`src/rtl/jtframe_rst_pkg.sv`:
```
// jtframe_rst_pkg: shared definitions for the reset sequencer.
// FSM state encodings and parameter limits used by jtframe_rstseq.
package jtframe_rst_pkg;

    // Sequencer states: hold all resets, release channels one by one, idle.
    typedef enum logic [1:0] {
        ASRT    = 2'd0,
        STRETCH = 2'd1,
        RUN     = 2'd2
    } rstseq_state_t;

    // Largest supported channel count and shallowest safe synchroniser.
    localparam int MAX_CH   = 8;
    localparam int MIN_SYNC = 2;

    // Index width for a CH-channel sequencer; one bit even for a single channel.
    function automatic int idx_width(input int ch);
        return (ch > 1) ? $clog2(ch) : 1;
    endfunction

endpackage

```
`src/rtl/jtframe_rstseq_sync.sv`:
```
// jtframe_rstseq_sync: W-wide, DEPTH-deep synchroniser for reset requests.
// A synchronous rst presets every stage to 1, so a block reset reads as an
// active request until DEPTH clean samples have flushed the chain.
module jtframe_rstseq_sync
    import jtframe_rst_pkg::*;
#(
    parameter int W     = 4,
    parameter int DEPTH = 2
) (
    input  logic         clk,
    input  logic         rst,
    input  logic [W-1:0] din,
    output logic [W-1:0] dout
);

    localparam int D = (DEPTH < MIN_SYNC) ? MIN_SYNC : DEPTH;

    logic [D-1:0][W-1:0] stages;

    // Shift each source bit through D flops; preset to "request" on rst.
    always_ff @(posedge clk) begin
        // NOTE: non-blocking assignments make every stage sample the old value
        // of its predecessor, which is what makes this a shift chain.
        if (rst) begin
            stages <= '1;
        end else begin
            stages <= {stages[D-2:0], din};
        end
    end

    assign dout = stages[D-1];

endmodule

```
`src/rtl/jtframe_rstseq.sv`:
```
// jtframe_rstseq: sequenced reset release for CH channels.
// Any synchronised request forces all channels into reset; once requests
// clear, channel k is held for lens[k]+1 cen-qualified cycles in turn.
// Optional feature macro: JTFRAME_RSTSEQ_FLIP_EN (flip DIP change acts as a
// one-cycle reset request).
module jtframe_rstseq
    import jtframe_rst_pkg::*;
#(
    parameter int CH   = 4,
    parameter int CNTW = 8,
    parameter int SRCN = 4,
    parameter int SYNC = 2
) (
    input  logic               clk,
    input  logic               rst,
    input  logic               cen,
    input  logic [SRCN-1:0]    src,
    input  logic [CH*CNTW-1:0] lens,
    input  logic               flip,
    output logic [CH-1:0]      rst_out,
    output logic [CH-1:0]      rst_n_out,
    output logic               busy,
    output logic               done
);

    localparam int IDXW = idx_width(CH);
    localparam logic [IDXW-1:0] LAST_IDX = IDXW'(CH - 1);

    rstseq_state_t   state;
    logic [IDXW-1:0] idx;
    logic [CNTW-1:0] cnt;
    logic [SRCN-1:0] src_sync;
    logic            flip_pulse;
    logic            any_src;

    jtframe_rstseq_sync #(
        .W     (SRCN),
        .DEPTH (SYNC)
    ) u_sync (
        .clk  (clk),
        .rst  (rst),
        .din  (src),
        .dout (src_sync)
    );

`ifdef JTFRAME_RSTSEQ_FLIP_EN
    logic flip_q;
    logic flip_qq;

    // Two-flop history of the DIP level; a difference marks a change.
    always_ff @(posedge clk) begin
        if (rst) begin
            flip_q  <= flip;
            flip_qq <= flip;
        end else begin
            flip_q  <= flip;
            flip_qq <= flip_q;
        end
    end

    assign flip_pulse = flip_q ^ flip_qq;
`else
    logic unused_flip;

    assign unused_flip = flip;
    assign flip_pulse  = 1'b0;
`endif

    assign any_src = (|src_sync) | flip_pulse;

    // Sequencer FSM with registered outputs; a request always wins over a release.
    always_ff @(posedge clk) begin
        if (rst) begin
            state     <= ASRT;
            idx       <= '0;
            cnt       <= '0;
            rst_out   <= '1;
            rst_n_out <= '0;
            busy      <= 1'b1;
            done      <= 1'b0;
        end else begin
            done <= 1'b0;
            if (any_src) begin
                state     <= ASRT;
                idx       <= '0;
                cnt       <= '0;
                rst_out   <= '1;
                rst_n_out <= '0;
                busy      <= 1'b1;
            end else begin
                case (state)
                    ASRT: begin
                        state <= STRETCH;
                        idx   <= '0;
                        cnt   <= lens[CNTW-1:0];
                        busy  <= 1'b1;
                    end
                    STRETCH: begin
                        if (cen) begin
                            if (cnt != '0) begin
                                cnt <= cnt - 1'b1;
                            end else begin
                                rst_out[idx]   <= 1'b0;
                                rst_n_out[idx] <= 1'b1;
                                if (idx == LAST_IDX) begin
                                    state <= RUN;
                                    busy  <= 1'b0;
                                    done  <= 1'b1;
                                end else begin
                                    idx <= idx + 1'b1;
                                    cnt <= lens[(int'(idx) + 1) * CNTW +: CNTW];
                                end
                            end
                        end
                    end
                    RUN: begin
                        busy <= 1'b0;
                    end
                    default: begin
                        state     <= ASRT;
                        idx       <= '0;
                        cnt       <= '0;
                        rst_out   <= '1;
                        rst_n_out <= '0;
                        busy      <= 1'b1;
                    end
                endcase
            end
        end
    end

endmodule

```
`config.mk`:
```
export PLATFORM = sky130hd
export DESIGN_NAME = jtframe_rstseq
export DESIGN_NICKNAME = d
export VERILOG_FILES = /design/src/rtl/jtframe_rst_pkg.sv /design/src/rtl/jtframe_rstseq_sync.sv /design/src/rtl/jtframe_rstseq.sv
export SDC_FILE = /design/constraint.sdc
export NUM_CORES = 1
export LEC_CHECK = 0
export ABC_CLOCK_PERIOD_IN_PS = 2300
export BUFFER_PORTS_ARGS = -buffer_cell sky130_fd_sc_hd__buf_4
export CAP_MARGIN = 20
export CORE_MARGIN = 3
export CORE_UTILIZATION = 46
export DETAILED_ROUTE_END_ITERATION = 6
export HOLD_SLACK_MARGIN = 0.15
export MAX_ROUTING_LAYER = met4
export PLACE_DENSITY = 0.79
export SLEW_MARGIN = 20
export SYNTH_ARGS = -nofsm -noshare
export SYNTH_HDL_FRONTEND = slang
export SYNTH_SLANG_ARGS = --single-unit
```
`constraint.sdc`:
```
create_clock -name clk -period 2.3 [get_ports clk]
set_input_delay 0.23 -clock clk [delete_from_list [all_inputs] [get_ports clk]]
set_output_delay 0.23 -clock clk [all_outputs]
set_load 0.05 [all_outputs]
```
# After elaboration in Yosys (flattened, before gate mapping)
# Cells that the tools add are included.
[totals] ff_bits=30 output_inout_bits=10 elab_cells=66
[op_classes] add_sub_neg=3 order_cmp=2 eq_ne=8 shift=1 n_mux=25 bitwise_logic=7 reduce_logical=11
[ops] operator="32-bit by 7-bit indexed part select with 8-bit output" n=1
[ops] operator="8-bit 2-to-1 mux" n=3
[ops] operator="8-bit case mux with 3 select lines" n=1
[ops] operator="4-bit 2-to-1 mux" n=4
[ops] operator="4-bit case mux with 2 select lines" n=2
[ops] operator="2-bit 2-to-1 mux" n=6
[ops] operator="3-bit AND reduction" n=3
[ops] operator="2-bit != test (second input constant)" n=4
[ops] operator="4-bit AND reduction" n=2
[ops] operator="8-bit nonzero test" n=1
[ops] operator="8-bit OR reduction" n=1
[ops] operator="8-bit by 1-bit subtractor with 8-bit output (second input constant)" n=1
[ops] operator="2-bit case mux with 3 select lines" n=1
[ops] operator="1-bit 2-to-1 mux" n=5
[ops] operator="5-bit OR reduction" n=1
[ops] operator="4-bit AND" n=1
[ops] operator="2-bit equality test (second input constant)" n=2
[ops] operator="1-bit NOT" n=4
[ops] operator="4-bit NOT" n=1
[ops] operator="4-bit bitwise OR" n=1
[ops] operator="2-bit case mux with 2 select lines" n=1
[ops] operator="2-bit by 1-bit adder with 3-bit output (second input constant)" n=1
[ops] operator="2-bit by 3-bit less-than comparator with 1-bit output (second input constant)" n=1
[ops] operator="3-bit != test (second input constant)" n=1
[ops] operator="other kinds (8)" n=8

# Logic depth before layout (Yosys ltp)
# Gate-level depths: netlist of the first run.
[logic_depth] ltp_word=9 depth_mapped=7 depth_no_buf=6

# Cells and area by module
# Synthesis of the first run repeated with hierarchy kept, for this count alone.
[hier_totals] cells_unflattened=193 hier_area_um2=1650.3
[modules_own_cells] module="jtframe_rstseq" instances=1 cells_each=173 area_each_um2=1410.1 seq_area_each_um2=440.4
[modules_own_cells] module="jtframe_rstseq_sync" instances=1 cells_each=20 area_each_um2=240.2 seq_area_each_um2=160.2

# Worst setup path before layout of the first run
# No wires, ideal clock.
[synth_timing] path_type="reg2reg" from="register cnt[0]" to="register idx[0]" t_arrival_ns=2.145 required_time_ns=2.226 slack_ns=0.081 stages_incl_launch_ff=8 n_path_buf=1 path_cell_list="dfxtp_1 -> inv_1 -> ha_1 -> or3b_2 -> clkbuf_1 -> or4_4 -> or4_1 -> a31oi_1"
[synth_via] elab_chain_cells=3
[synth_lines] element="start, declared" line_no="jtframe_rstseq.sv:31" rtl="logic [CNTW-1:0] cnt;"
[synth_lines] element="start signal, assigned" line_no="jtframe_rstseq.sv:95" rtl="cnt <= lens[CNTW-1:0];"
[synth_lines] element="start signal, assigned" line_no="jtframe_rstseq.sv:101" rtl="cnt <= cnt - 1'b1;"
[synth_lines] element="start signal, assigned" line_no="jtframe_rstseq.sv:111" rtl="cnt <= lens[(int'(idx) + 1) * CNTW +: CNTW];"
[synth_lines] element="8-bit nonzero test" line_no="jtframe_rstseq.sv:100" rtl="if (cnt != '0) begin"
[synth_lines] element="2-bit != test (no line)"
[synth_lines] element="4-bit AND reduction (no line)"
[synth_lines] element="end signal, assigned" line_no="jtframe_rstseq.sv:110" rtl="idx <= idx + 1'b1;"
[synth_lines] element="end, declared" line_no="jtframe_rstseq.sv:30" rtl="logic [IDXW-1:0] idx;"
# No other way between the ends.
# A chain may end at the register's enable or synchronous reset.

# Worst setup path after layout of the first run
# Same ends and word-level chain as after synthesis.

==> impl_metrics.yaml, run 1 <==
status:
  run_status: "finished, final reports clean"
global_routing:
  grt_max_degree: 17
  grt_pass1_wl_um: 6520
  grt.total_usage_pct: 20.3
  overflow: 0
  grt_antenna_before_repair: 0
  vias_in_the_first_global_route: 1457
worst_setup_path:
  cpPeakStageDelay_ns: 0.47
  r2r_end: "idx[0]$_SDFFE_PP0P_"
  critical_path.reg2reg.startpoint: "cnt[0]$_SDFFE_PP0P_"
  timing.critical_path.to: "idx[0]$_SDFFE_PP0P_"
  worst_r2r_path_depth: 6
  critical_path.endpoint_type: "flip-flop"
  worst-setup-path-type: "reg2reg"
  critPathSlowestCell: "sky130_fd_sc_hd__or3b_2"
  largest_driver_fanout_on_the_critical_path: 5
  critical_path.cell_chain: "inv_1, ha_1, or3b_2, or4_4, or4_1, a31oi_1"
  required_ns: 2.58
  type_of_origin_of_the_critical_path: "flip-flop"
  critPathArrivalTime_ns: 2.45
  setup_slack_of_the_most_critical_reg_to_reg_path_ns: 0.13
  critPathLaunch: "cnt[0]$_SDFFE_PP0P_"
floorplanning:
  design.die.area_mm2: 0.00435
  pin_count: 50
  die_height_um: 66.0
  rows: 21
  dieWidth_um: 66.0
  initial_core_util_pct: 48.8
  coreArea_mm2: 0.00339
logic_synthesis:
  post_synth_instance_area_mm2: 0.00165
  synth_edf_count: 0
  syn-instance-count: 193
  avgSynthCellArea_um2: 8.57
  yosysMostFrequentCell: "sky130_fd_sc_hd__dfxtp_1"
  synth.area.top_cells: "sky130_fd_sc_hd__dfxtp_1, sky130_fd_sc_hd__ha_1, sky130_fd_sc_hd__o21ai_0, sky130_fd_sc_hd__mux2i_1, sky130_fd_sc_hd__a31oi_1"
  synth_top_cell_by_area: "sky130_fd_sc_hd__dfxtp_1"
  fraction_of_registers_with_async_set_reset_pct: 0
  ys_seq_area_share_pct: 36.3
  synthesized_netlist_net_count: 242
  dominantRegCellSynth: "sky130_fd_sc_hd__dfxtp_1"
  top_cell_types_by_occurrence_after_synthesis: "sky130_fd_sc_hd__dfxtp_1, sky130_fd_sc_hd__o21ai_0, sky130_fd_sc_hd__inv_1"
  synth.ff_latch_count: 30
  synth_top_area_share_pct: 36.3
  ys.warnings.count: 0
  count_of_distinct_cell_types_in_the_synthesized_netlist: 46
clock_tree:
  worst_setup_hold_path_clk_slew_ns: 0.10
  h-tree-depth: 2
  cts.sink_count: 30
  max-clock-path-buffers: 2
  tritoncts.num_buffers: 5
  cts_resized: 0
  clk_latency_ns: 0.34
  cts.root.buffer_cell: "sky130_fd_sc_hd__clkbuf_4"
  tritoncts: "done"
sta:
  finClkSkew_ns: 0.00939
  finalCriticalPeriod_ns: 2.17
  maximum_clock_frequency_mhz: 460
  drv_slew: 0
  final-setup-viol-count: 0
  hold_viol: 0
  post-route-worst-setup-slack_ns: 0.126
  setup-tns-final_ns: 0
  rel_slew_slack_pct: 64.1
  tightest_slew_ns: 0.538
  finalCritPeriodShare_pct: 94.5
  rsz0062_at_grt: "false"
min_path:
  worst_hold_path_type: "in2reg"
place:
  globalplace.congestion: 0.912
  numPlacedInstances: 285
  place.port_buffers: 48
  place_ws_ns: 0.140
  dp_hpwl_um: 3060
detailed_routing:
  via_count: 1662
  detailedRoute.firstIterationViolations: 135
  post_drt_wl_per_cell_um: 13.8
  detail-route-antenna-nets: 0
  drt_first_pass_iters: 5
  drcViolationCount: 0
  vias_per_cell: 5.50
  drt-total-wl_um: 4180
finish:
  fin_util_pct: 66.4
  finalNonFillerCells: 302
  share_of_layout_cells_above_drive_strength_1_pct: 30.1
  n_fill_cell: 293
  number_of_inserted_diodes: 0
  final_nets: 304
  syn_to_final_growth_pct: 36.1
power_and_ir_drop:
  max-vdd-ir-drop_uv: 325
  static-leakage-power_nw: 0.979
  powerDensity_mw_per_mm2: 422
job:
  maxCapViolations: 0
[cell usage in the layout, fill, tap and decap left out, drive strengths merged, types with 3 or more instances in the layout]
master and n:
o211ai 4, mux2i 7, nand3 3, nand2 13
a21oi 3, nor2 5, clkbuf 6, dfxtp 30
a31oi 9, inv 14, or2 8, buf 57
ha 9, or4 4, and3 5, nor2b 4
o21a 5, dlygate4sd3 9, o2bb2ai 5, nor3 4
o21ai 17, and2 4
[worst min-delay path by stage]
stage	cells past startpoint	end	start	slack, ns
after floorplan	1	u_sync.stages[0]$_SDFF_PP1_	src[0]	0.33
after global placement	1	u_sync.dout[1]$_SDFF_PP1_	u_sync.stages[1]$_SDFF_PP1_	0.39
after detailed placement	1	u_sync.dout[3]$_SDFF_PP1_	u_sync.stages[3]$_SDFF_PP1_	0.40
after CTS	3	cnt[1]$_SDFFE_PP0P_	lens[1]	0.15
after global routing	3	cnt[4]$_SDFFE_PP0P_	lens[4]	0.17
final	3	cnt[1]$_SDFFE_PP0P_	lens[1]	0.16
[logic make-up after synthesis]
group,synth area share (%)
XOR/XNOR,1.06
AO/OA/AOI/OAI,23.9
buffers and inverters,5.75
AND/OR/NAND/NOR,20.6
adder cells (fa/ha/maj),6.81
flip-flops,36.3
multiplexers,5.60
[per-layer routing]
layer  global-route usage (%)  vias up  part of all wire [%]
met3                     3.74        7                   5.7
met5                        -        -                     0
met4                     9.64        0                   1.6
li1                         -      833                     -
met2                     32.4       49                    49
met1                     24.7      773                    43
[worst max-delay path, delay by kind of cell (launching register included)]
| kind | cells | cell delay, ns |
|---|---|---|
| DFF | 1 | 0.32 |
| buffers and inverters | 1 | 0.08 |
| adders and majority gates | 1 | 0.22 |
| and+or+nand+nor | 3 | 1.32 |
| AOI/OAI and AO/OA | 1 | 0.16 |
[what timing repair did]
action	CTS	global route
setup buffers	0	0
hold buffers	9	0
hold endpoints to repair	8	0
[through the flow]
| stage | hold slack, ns | area (um2) | total power (W) |
|---|---|---|---|
| floorplan | 0.334 | 1650 | 0.000560 |
| global placement | 0.392 | 2100 | 0.000612 |
| detailed placement | 0.396 | 2100 | 0.000614 |
| CTS | 0.153 | 2250 | 0.000963 |
| global route | 0.172 | 2250 | 0.000998 |
| finish | 0.161 | 2250 | 0.000951 |
[power breakdown]
group / internal (W) / leakage, nW / switching (W)
sequential: 0.000525 / 0.244 / 0.00000138
combinational: 0.0000647 / 0.701 / 0.0000232
clock: 0.000147 / 0.0343 / 0.000189
[flip-flops by register name, indices dropped and copies added (netlist names)]
name and cells:
idx 2, state 2, done 1, u_sync.stages 4
cnt 8, rst_n_out 4, busy 1, u_sync.dout 4
rst_out 4
[cell type report]
| class | instances | area, um2 | share of cell area (%) |
|---|---|---|---|
| Tap cell | 46 | 57.6 | 2.56 |
| Sequential cell | 30 | 601 | 26.7 |
| Timing Repair Buffer | 66 | 518 | 23.0 |
| Inverter | 14 | 52.6 | 2.33 |
| Multi-Input combinational cell | 138 | 958 | 42.6 |
| Clock inverter | 2 | 12.5 | 0.556 |
| Clock buffer | 6 | 51.3 | 2.28 |
Note: power is estimated with default switching activity, not from simulation.
==> run 2: changes to the inputs <==
- PLACE_DENSITY: 0.79 -> 0.8
- SYNTH_HIERARCHICAL: default -> 1
==> run 2 against run 1 <==
Effect of this change:
- global-route usage fell by 1.6 points
- maximum frequency rose by 0.27%
- combinational power fell by 1%
- hold slack improved by 0.017 ns
- wire length fell by 6.1%
- clock power rose by 2%
- synthesized cell count did not move
- clock-buffer cell count did not move
- non-clock buffer count did not move
- sequential share of layout area rose by 0.24 points
- critical path type unchanged
==> impl_metrics.yaml, run 2 <==
logic_synthesis:
  count_of_distinct_cell_types_in_the_synthesized_netlist: 42
  yosysMostFrequentCell: "sky130_fd_sc_hd__dfxtp_1"
  synth_top_area_share_pct: 36.4
  ys.warnings.count: 6
  avgSynthCellArea_um2: 8.55
  ys_seq_area_share_pct: 36.4
  synth.ff_latch_count: 30
  syn-instance-count: 193
  fraction_of_registers_with_async_set_reset_pct: 0
  synth_edf_count: 0
  synth_top_cell_by_area: "sky130_fd_sc_hd__dfxtp_1"
  post_synth_instance_area_mm2: 0.00165
  top_cell_types_by_occurrence_after_synthesis: "sky130_fd_sc_hd__dfxtp_1, sky130_fd_sc_hd__nand2_1, sky130_fd_sc_hd__a21oi_1"
  synth.area.top_cells: "sky130_fd_sc_hd__dfxtp_1, sky130_fd_sc_hd__ha_1, sky130_fd_sc_hd__mux2i_1, sky130_fd_sc_hd__a21oi_1, sky130_fd_sc_hd__nand2_1"
  dominantRegCellSynth: "sky130_fd_sc_hd__dfxtp_1"
  synthesized_netlist_net_count: 242
finish:
  syn_to_final_growth_pct: 35.2
  finalNonFillerCells: 300
  largest-register: "cnt"
  n_fill_cell: 307
  largest_register_ff_count: 8
  share_of_layout_cells_above_drive_strength_1_pct: 29.5
  final_cell_mix: "sky130_fd_sc_hd__buf_4, sky130_fd_sc_hd__dfxtp_1, sky130_fd_sc_hd__nand2_1, sky130_fd_sc_hd__a21oi_1, sky130_fd_sc_hd__nor2_1"
  non_filler_cell_area_final_mm2: 0.00223
  final_nets: 302
  most_common_cell_after_layout_fill_and_taps_aside: "sky130_fd_sc_hd__buf_4"
  number_of_inserted_diodes: 0
power_and_ir_drop:
  power_frac_seq_pct: 55.1
  powerDensity_mw_per_mm2: 429
  share_comb_of_total_power_pct: 9.1
  max-vdd-ir-drop_uv: 415
  static-leakage-power_nw: 0.900
  internal_power_w: 0.000737
  switching_share_pct: 23.0
  total_switching_power_w: 0.000220
  power.total_w: 0.000957
  clk_network_pwr_share_pct: 35.8
worst_setup_path:
  largest_driver_fanout_on_the_critical_path: 13
  worst-setup-path-type: "reg2reg"
  critical_path.endpoint_type: "flip-flop"
  critPathArrivalTime_ns: 2.41
  required_ns: 2.54
  setup_slack_of_the_most_critical_reg_to_reg_path_ns: 0.13
  r2r_end: "rst_out[3]$_SDFFE_PP1P_"
  critical_path.reg2reg.startpoint: "cnt[0]$_SDFFE_PP0P_"
  worst_r2r_path_depth: 8
  type_of_origin_of_the_critical_path: "flip-flop"
job:
  maxCapViolations: 0
sta:
  post-route-worst-setup-slack_ns: 0.132
  rsz0062_at_grt: "false"
  finalCriticalPeriod_ns: 2.17
  rel_slew_slack_pct: 34.2
  drv_slew: 0
  tightest_slew_ns: 0.979
  hold_viol: 0
  setup-tns-final_ns: 0
  maximum_clock_frequency_mhz: 461
  finalCritPeriodShare_pct: 94.3
  final-setup-viol-count: 0
  finClkSkew_ns: 0.0120
detailed_routing:
  via_count: 1537
  detail-route-antenna-nets: 0
  post_drt_wl_per_cell_um: 13.1
  detailedRoute.firstIterationViolations: 75
  vias_per_cell: 5.12
  drcViolationCount: 0
  drt-total-wl_um: 3920
  drt_first_pass_iters: 4
clock_tree:
  h-tree-depth: 2
  cts.root.buffer_cell: "sky130_fd_sc_hd__clkbuf_4"
  cts.sink_count: 30
  tritoncts: "done"
  max-clock-path-buffers: 2
  worst_setup_hold_path_clk_slew_ns: 0.11
  tritoncts.num_buffers: 5
  clk_latency_ns: 0.34
floorplanning:
  rows: 21
  initial_core_util_pct: 48.7
  die_height_um: 65.9
  design.die.area_mm2: 0.00434
  coreArea_mm2: 0.00339
  pin_count: 50
  dieWidth_um: 65.9
min_path:
  worst_hold_path_type: "in2reg"
  worstHoldEndpoint: "cnt[2]$_SDFFE_PP0P_"
  min-delay-start: "lens[2]"
  min_delay_path_depth: 3
global_routing:
  grt_pass1_wl_um: 6050
  grt.total_usage_pct: 18.7
  overflow: 0
  grt_max_degree: 16
  vias_in_the_first_global_route: 1372
  grt_antenna_before_repair: 0
place:
  dp_hpwl_um: 2740
  dpl-instance-area_mm2: 0.00206
  numPlacedInstances: 282
  globalplace.congestion: 0.913
  place.port_buffers: 48
  place_ws_ns: 0.100
status:
  run_status: "finished, final reports clean"
[run 2: changes by cell type in the layout (fill, tap and decap cells not counted), moves of 4 or more]
cell / before / now
sky130_fd_sc_hd__a21o_1: 0 / 4
sky130_fd_sc_hd__a21oi_1: 3 / 16
sky130_fd_sc_hd__a31oi_1: 9 / 1
sky130_fd_sc_hd__or2_2: 8 / 0
sky130_fd_sc_hd__o2bb2ai_1: 5 / 0
sky130_fd_sc_hd__and3_1: 5 / 1
sky130_fd_sc_hd__nand2_1: 13 / 19
sky130_fd_sc_hd__o21ai_0: 17 / 13
sky130_fd_sc_hd__or2_1: 0 / 8
sky130_fd_sc_hd__inv_1: 14 / 7
sky130_fd_sc_hd__nor2_1: 5 / 14
[run 2: kinds of logic after synthesis]
| family | Yosys count | share of synthesized area, % |
|---|---|---|
| AND/OR/NAND/NOR | 62 | 19.1 |
| AO/OA/AOI/OAI | 56 | 22.5 |
| flip-flops | 30 | 36.4 |
| buffers and inverters | 20 | 5.53 |
| multiplexers | 12 | 7.51 |
| adder cells (fa/ha/maj) | 9 | 6.82 |
| XOR/XNOR | 4 | 2.12 |
[run 2: worst max path at each step]
stage	cells after the start	endpoint	slack, ns	start
floorplan	8	cnt[3]$_SDFFE_PP0P_	0.33	cnt[0]$_SDFFE_PP0P_
global placement	7	rst_out[3]$_SDFFE_PP1P_	0.14	cnt[0]$_SDFFE_PP0P_
detailed placement	7	rst_out[0]$_SDFFE_PP1P_	0.10	cnt[0]$_SDFFE_PP0P_
CTS	7	rst_out[2]$_SDFFE_PP1P_	0.06	cnt[0]$_SDFFE_PP0P_
global route	8	rst_out[3]$_SDFFE_PP1P_	0.03	cnt[0]$_SDFFE_PP0P_
finish	8	rst_out[3]$_SDFFE_PP1P_	0.13	cnt[0]$_SDFFE_PP0P_
[run 2: area by class of cell]
type                            instances  area, um2  area share (%)
Inverter                                7       26.3            1.18
Sequential cell                        30        601            26.9
Tap cell                               46       57.6            2.58
Timing Repair Buffer                   66        518            23.2
Clock buffer                            6       51.3            2.30
Clock inverter                          2       12.5           0.561
Multi-Input combinational cell        143        965            43.2
[run 2: critical path, cell delays in order, from the launching register on]
cell and delay, ns:
sky130_fd_sc_hd__dfxtp_1 0.36, sky130_fd_sc_hd__inv_1 0.09, sky130_fd_sc_hd__ha_1 0.19, sky130_fd_sc_hd__or3b_2 0.48
sky130_fd_sc_hd__or2_4 0.32, sky130_fd_sc_hd__a211oi_4 0.20, sky130_fd_sc_hd__buf_4 0.18, sky130_fd_sc_hd__nand2_1 0.06
sky130_fd_sc_hd__a21o_1 0.18
[run 2: through the flow]
stage	utilization [%]	hold slack [ns]
5_1_grt	65.8	0.188
2_1_floorplan	-	0.327
6_report	65.8	0.177
3_5_place_dp	60.9	0.391
4_1_cts	65.4	0.168
3_3_place_gp	60.9	0.386
[run 2: power by group through the flow]
| stage | sequential (W) | combinational (W) | clock [W] |
|---|---|---|---|
| floorplan | 0.000539 | 0.0000243 | 0 |
| detailed placement | 0.000539 | 0.0000744 | 0 |
| global placement | 0.000539 | 0.0000735 | 0 |
| CTS | 0.000527 | 0.0000863 | 0.000351 |
| global route | 0.000528 | 0.0000941 | 0.000369 |
| finish | 0.000527 | 0.0000870 | 0.000343 |
[run 2: routing by layer]
metal  global-route usage [%]  share of wire [%]  vias to the layer above
met5                        -                  0                        -
met2                     31.7                 48                       37
met4                     5.44                1.2                        0
met3                     4.76                5.6                        5
li1                         -                  -                      807
met1                     21.8                 45                      688
[run 2: timing repair]
action | CTS | global route
hold buffers | 9 | 0
endpoints found under the hold margin | 8 | 0
setup buffers | 0 | 1
gates resized for setup | 0 | 1
setup endpoints to repair | 0 | 5
==> run 3: changes to the inputs <==
- CORE_UTILIZATION: 46 -> 45
- PLACE_DENSITY: 0.8 -> 0.78
==> run 3 against run 2 <==
Effect of this change:
- setup slack improved by 0.024 ns
- clock-buffer cell count did not move
- core utilization fell by 1.8 points
- non-clock buffer count fell by 6
- final cell count fell by 2.0%
- maximum frequency rose by 1.1%
- clock power rose by 29%
- wire length fell by 5.7%
- global-route usage rose by 0.15 points
- die area rose by 2.0%
- highest routed layer unchanged
- largest power group unchanged
==> impl_metrics.yaml, run 3 (same netlist as run 2, synthesis figures left out) <==
floorplanning:
  pin_count: 50
  coreArea_mm2: 0.00344
  dieWidth_um: 66.6
  design.die.area_mm2: 0.00443
  initial_core_util_pct: 47.9
  die_height_um: 66.6
  rows: 21
detailed_routing:
  detailedRoute.firstIterationViolations: 87
  via_count: 1539
  drt-total-wl_um: 3700
  vias_per_cell: 5.23
  drcViolationCount: 0
  detail-route-antenna-nets: 0
  post_drt_wl_per_cell_um: 12.6
  drt_first_pass_iters: 4
place:
  place.port_buffers: 48
  dp_hpwl_um: 2740
  globalplace.congestion: 0.863
  place_ws_ns: 0.0955
clock_tree:
  tritoncts: "done"
  clk_latency_ns: 0.29
  tritoncts.num_buffers: 5
  cts.sink_count: 30
  max-clock-path-buffers: 2
  h-tree-depth: 2
  cts.root.buffer_cell: "sky130_fd_sc_hd__clkbuf_8"
  worst_setup_hold_path_clk_slew_ns: 0.07
min_path:
  worst_hold_path_type: "in2reg"
  min-delay-start: "rst"
  min_delay_path_depth: 2
  worstHoldEndpoint: "u_sync/stages[2]$_SDFF_PP1_"
global_routing:
  grt.total_usage_pct: 18.9
  grt_max_degree: 16
  grt_antenna_before_repair: 0
  grt_pass1_wl_um: 6130
  vias_in_the_first_global_route: 1416
  overflow: 0
sta:
  rel_slew_slack_pct: 40.9
  final-setup-viol-count: 0
  maximum_clock_frequency_mhz: 466
  finClkSkew_ns: 0.00862
  post-route-worst-setup-slack_ns: 0.156
  rsz0062_at_grt: "false"
  hold_viol: 0
  finalCriticalPeriod_ns: 2.14
  tightest_slew_ns: 0.879
  drv_slew: 0
  finalCritPeriodShare_pct: 93.2
  setup-tns-final_ns: 0
worst_setup_path:
  worst_r2r_path_depth: 8
  r2r_end: "rst_out[3]$_SDFFE_PP1P_"
  worst-setup-path-type: "reg2reg"
  type_of_origin_of_the_critical_path: "flip-flop"
  required_ns: 2.48
  cpPeakStageDelay_ns: 0.47
  timing.critical_path.max_delay_family: "simple AND/OR/NAND/NOR gates"
  critPathSlowestCell: "sky130_fd_sc_hd__or3b_2"
  largest_driver_fanout_on_the_critical_path: 13
  combined_buffer_and_inverter_count_along_the_critical_path: 2
  critical_path.reg2reg.startpoint: "cnt[0]$_SDFFE_PP0P_"
  critical_path.cell_chain: "inv_1, ha_1, or3b_2, or2_4, a211oi_4, buf_4, nand2_1, a21o_1"
  critical_path.endpoint_type: "flip-flop"
  setup_slack_of_the_most_critical_reg_to_reg_path_ns: 0.16
  critPathArrivalTime_ns: 2.33
finish:
  share_of_layout_cells_above_drive_strength_1_pct: 29.8
  number_of_inserted_diodes: 0
  syn_to_final_growth_pct: 33.6
  final_nets: 296
  largest_register_ff_count: 8
  largest-register: "cnt"
  final_cell_mix: "sky130_fd_sc_hd__buf_4, sky130_fd_sc_hd__dfxtp_1, sky130_fd_sc_hd__nand2_1, sky130_fd_sc_hd__a21oi_1, sky130_fd_sc_hd__nor2_1"
  most_common_cell_after_layout_fill_and_taps_aside: "sky130_fd_sc_hd__buf_4"
status:
  run_status: "finished, final reports clean"
power_and_ir_drop:
  powerDensity_mw_per_mm2: 476
  max-vdd-ir-drop_uv: 483
  static-leakage-power_nw: 0.892
job:
  maxCapViolations: 0
run 3: changes by cell type in the layout (fill, tap and decap cells not counted), sizes merged:
| cell | change |
|---|---|
| dlygate4sd3 | -5 |
| buf | -1 |
run 3: layer usage:
layer / GRT usage (%) / wire, um / vias up
met1: 22.9 / 1710 / 700
met3: 6.75 / 305 / 6
met2: 28.5 / 1620 / 48
li1: - / - / 785
met4: 7.36 / 67 / 0
met5: - / 0 / -
run 3: area by class of cell:
type | instances | area [um2]
Clock buffer | 6 | 82.6
Timing Repair Buffer | 60 | 460
Multi-Input combinational cell | 143 | 965
Fill cell | 322 | 1240
Sequential cell | 30 | 601
Inverter | 7 | 26.3
Tap cell | 46 | 57.6
Clock inverter | 2 | 12.5
run 3: report_power, final:
part	internal (W)	switching, W
Sequential	0.000526	0.00000131
Combinational	0.0000589	0.0000211
Clock	0.000240	0.000203
run 3: timing repair:
action                     CTS  global route
resized for setup            0             1
hold buffers                 4             0
setup buffers                0             1
hold endpoints to repair     4             0
setup endpoints to repair    0             6
run 3: how the worst max path moves through the flow:
stage	from	end	cells past startpoint
after floorplan	cnt[0]$_SDFFE_PP0P_	cnt[3]$_SDFFE_PP0P_	8
after global placement	cnt[0]$_SDFFE_PP0P_	rst_out[0]$_SDFFE_PP1P_	7
after detailed placement	cnt[0]$_SDFFE_PP0P_	rst_out[3]$_SDFFE_PP1P_	7
after CTS	cnt[0]$_SDFFE_PP0P_	rst_out[3]$_SDFFE_PP1P_	7
after global routing	cnt[0]$_SDFFE_PP0P_	idx[1]$_SDFFE_PP0P_	6
final	cnt[0]$_SDFFE_PP0P_	rst_out[3]$_SDFFE_PP1P_	8
run 3: stage by stage:
step | total power, W | instance area, um2 | utilization [%] | cells | hold WS (ns)
after CTS | 0.00106 | 2190 | 63.6 | 293 | 0.185
after floorplan | 0.000563 | 1650 | - | 193 | 0.327
after global placement | 0.000612 | 2060 | 59.7 | 281 | 0.385
final | 0.00105 | 2200 | 64.0 | 294 | 0.191
after detailed placement | 0.000614 | 2060 | 59.7 | 281 | 0.392
after global routing | 0.00109 | 2200 | 64.0 | 294 | 0.207
run 3: worst register-to-register path: stages, from the launching register on:
cell and delay [ns]:
sky130_fd_sc_hd__dfxtp_1 0.35, sky130_fd_sc_hd__inv_1 0.10, sky130_fd_sc_hd__ha_1 0.18, sky130_fd_sc_hd__or3b_2 0.47, sky130_fd_sc_hd__or2_4 0.32, sky130_fd_sc_hd__a211oi_4 0.21, sky130_fd_sc_hd__buf_4 0.18, sky130_fd_sc_hd__nand2_1 0.06
sky130_fd_sc_hd__a21o_1 0.18
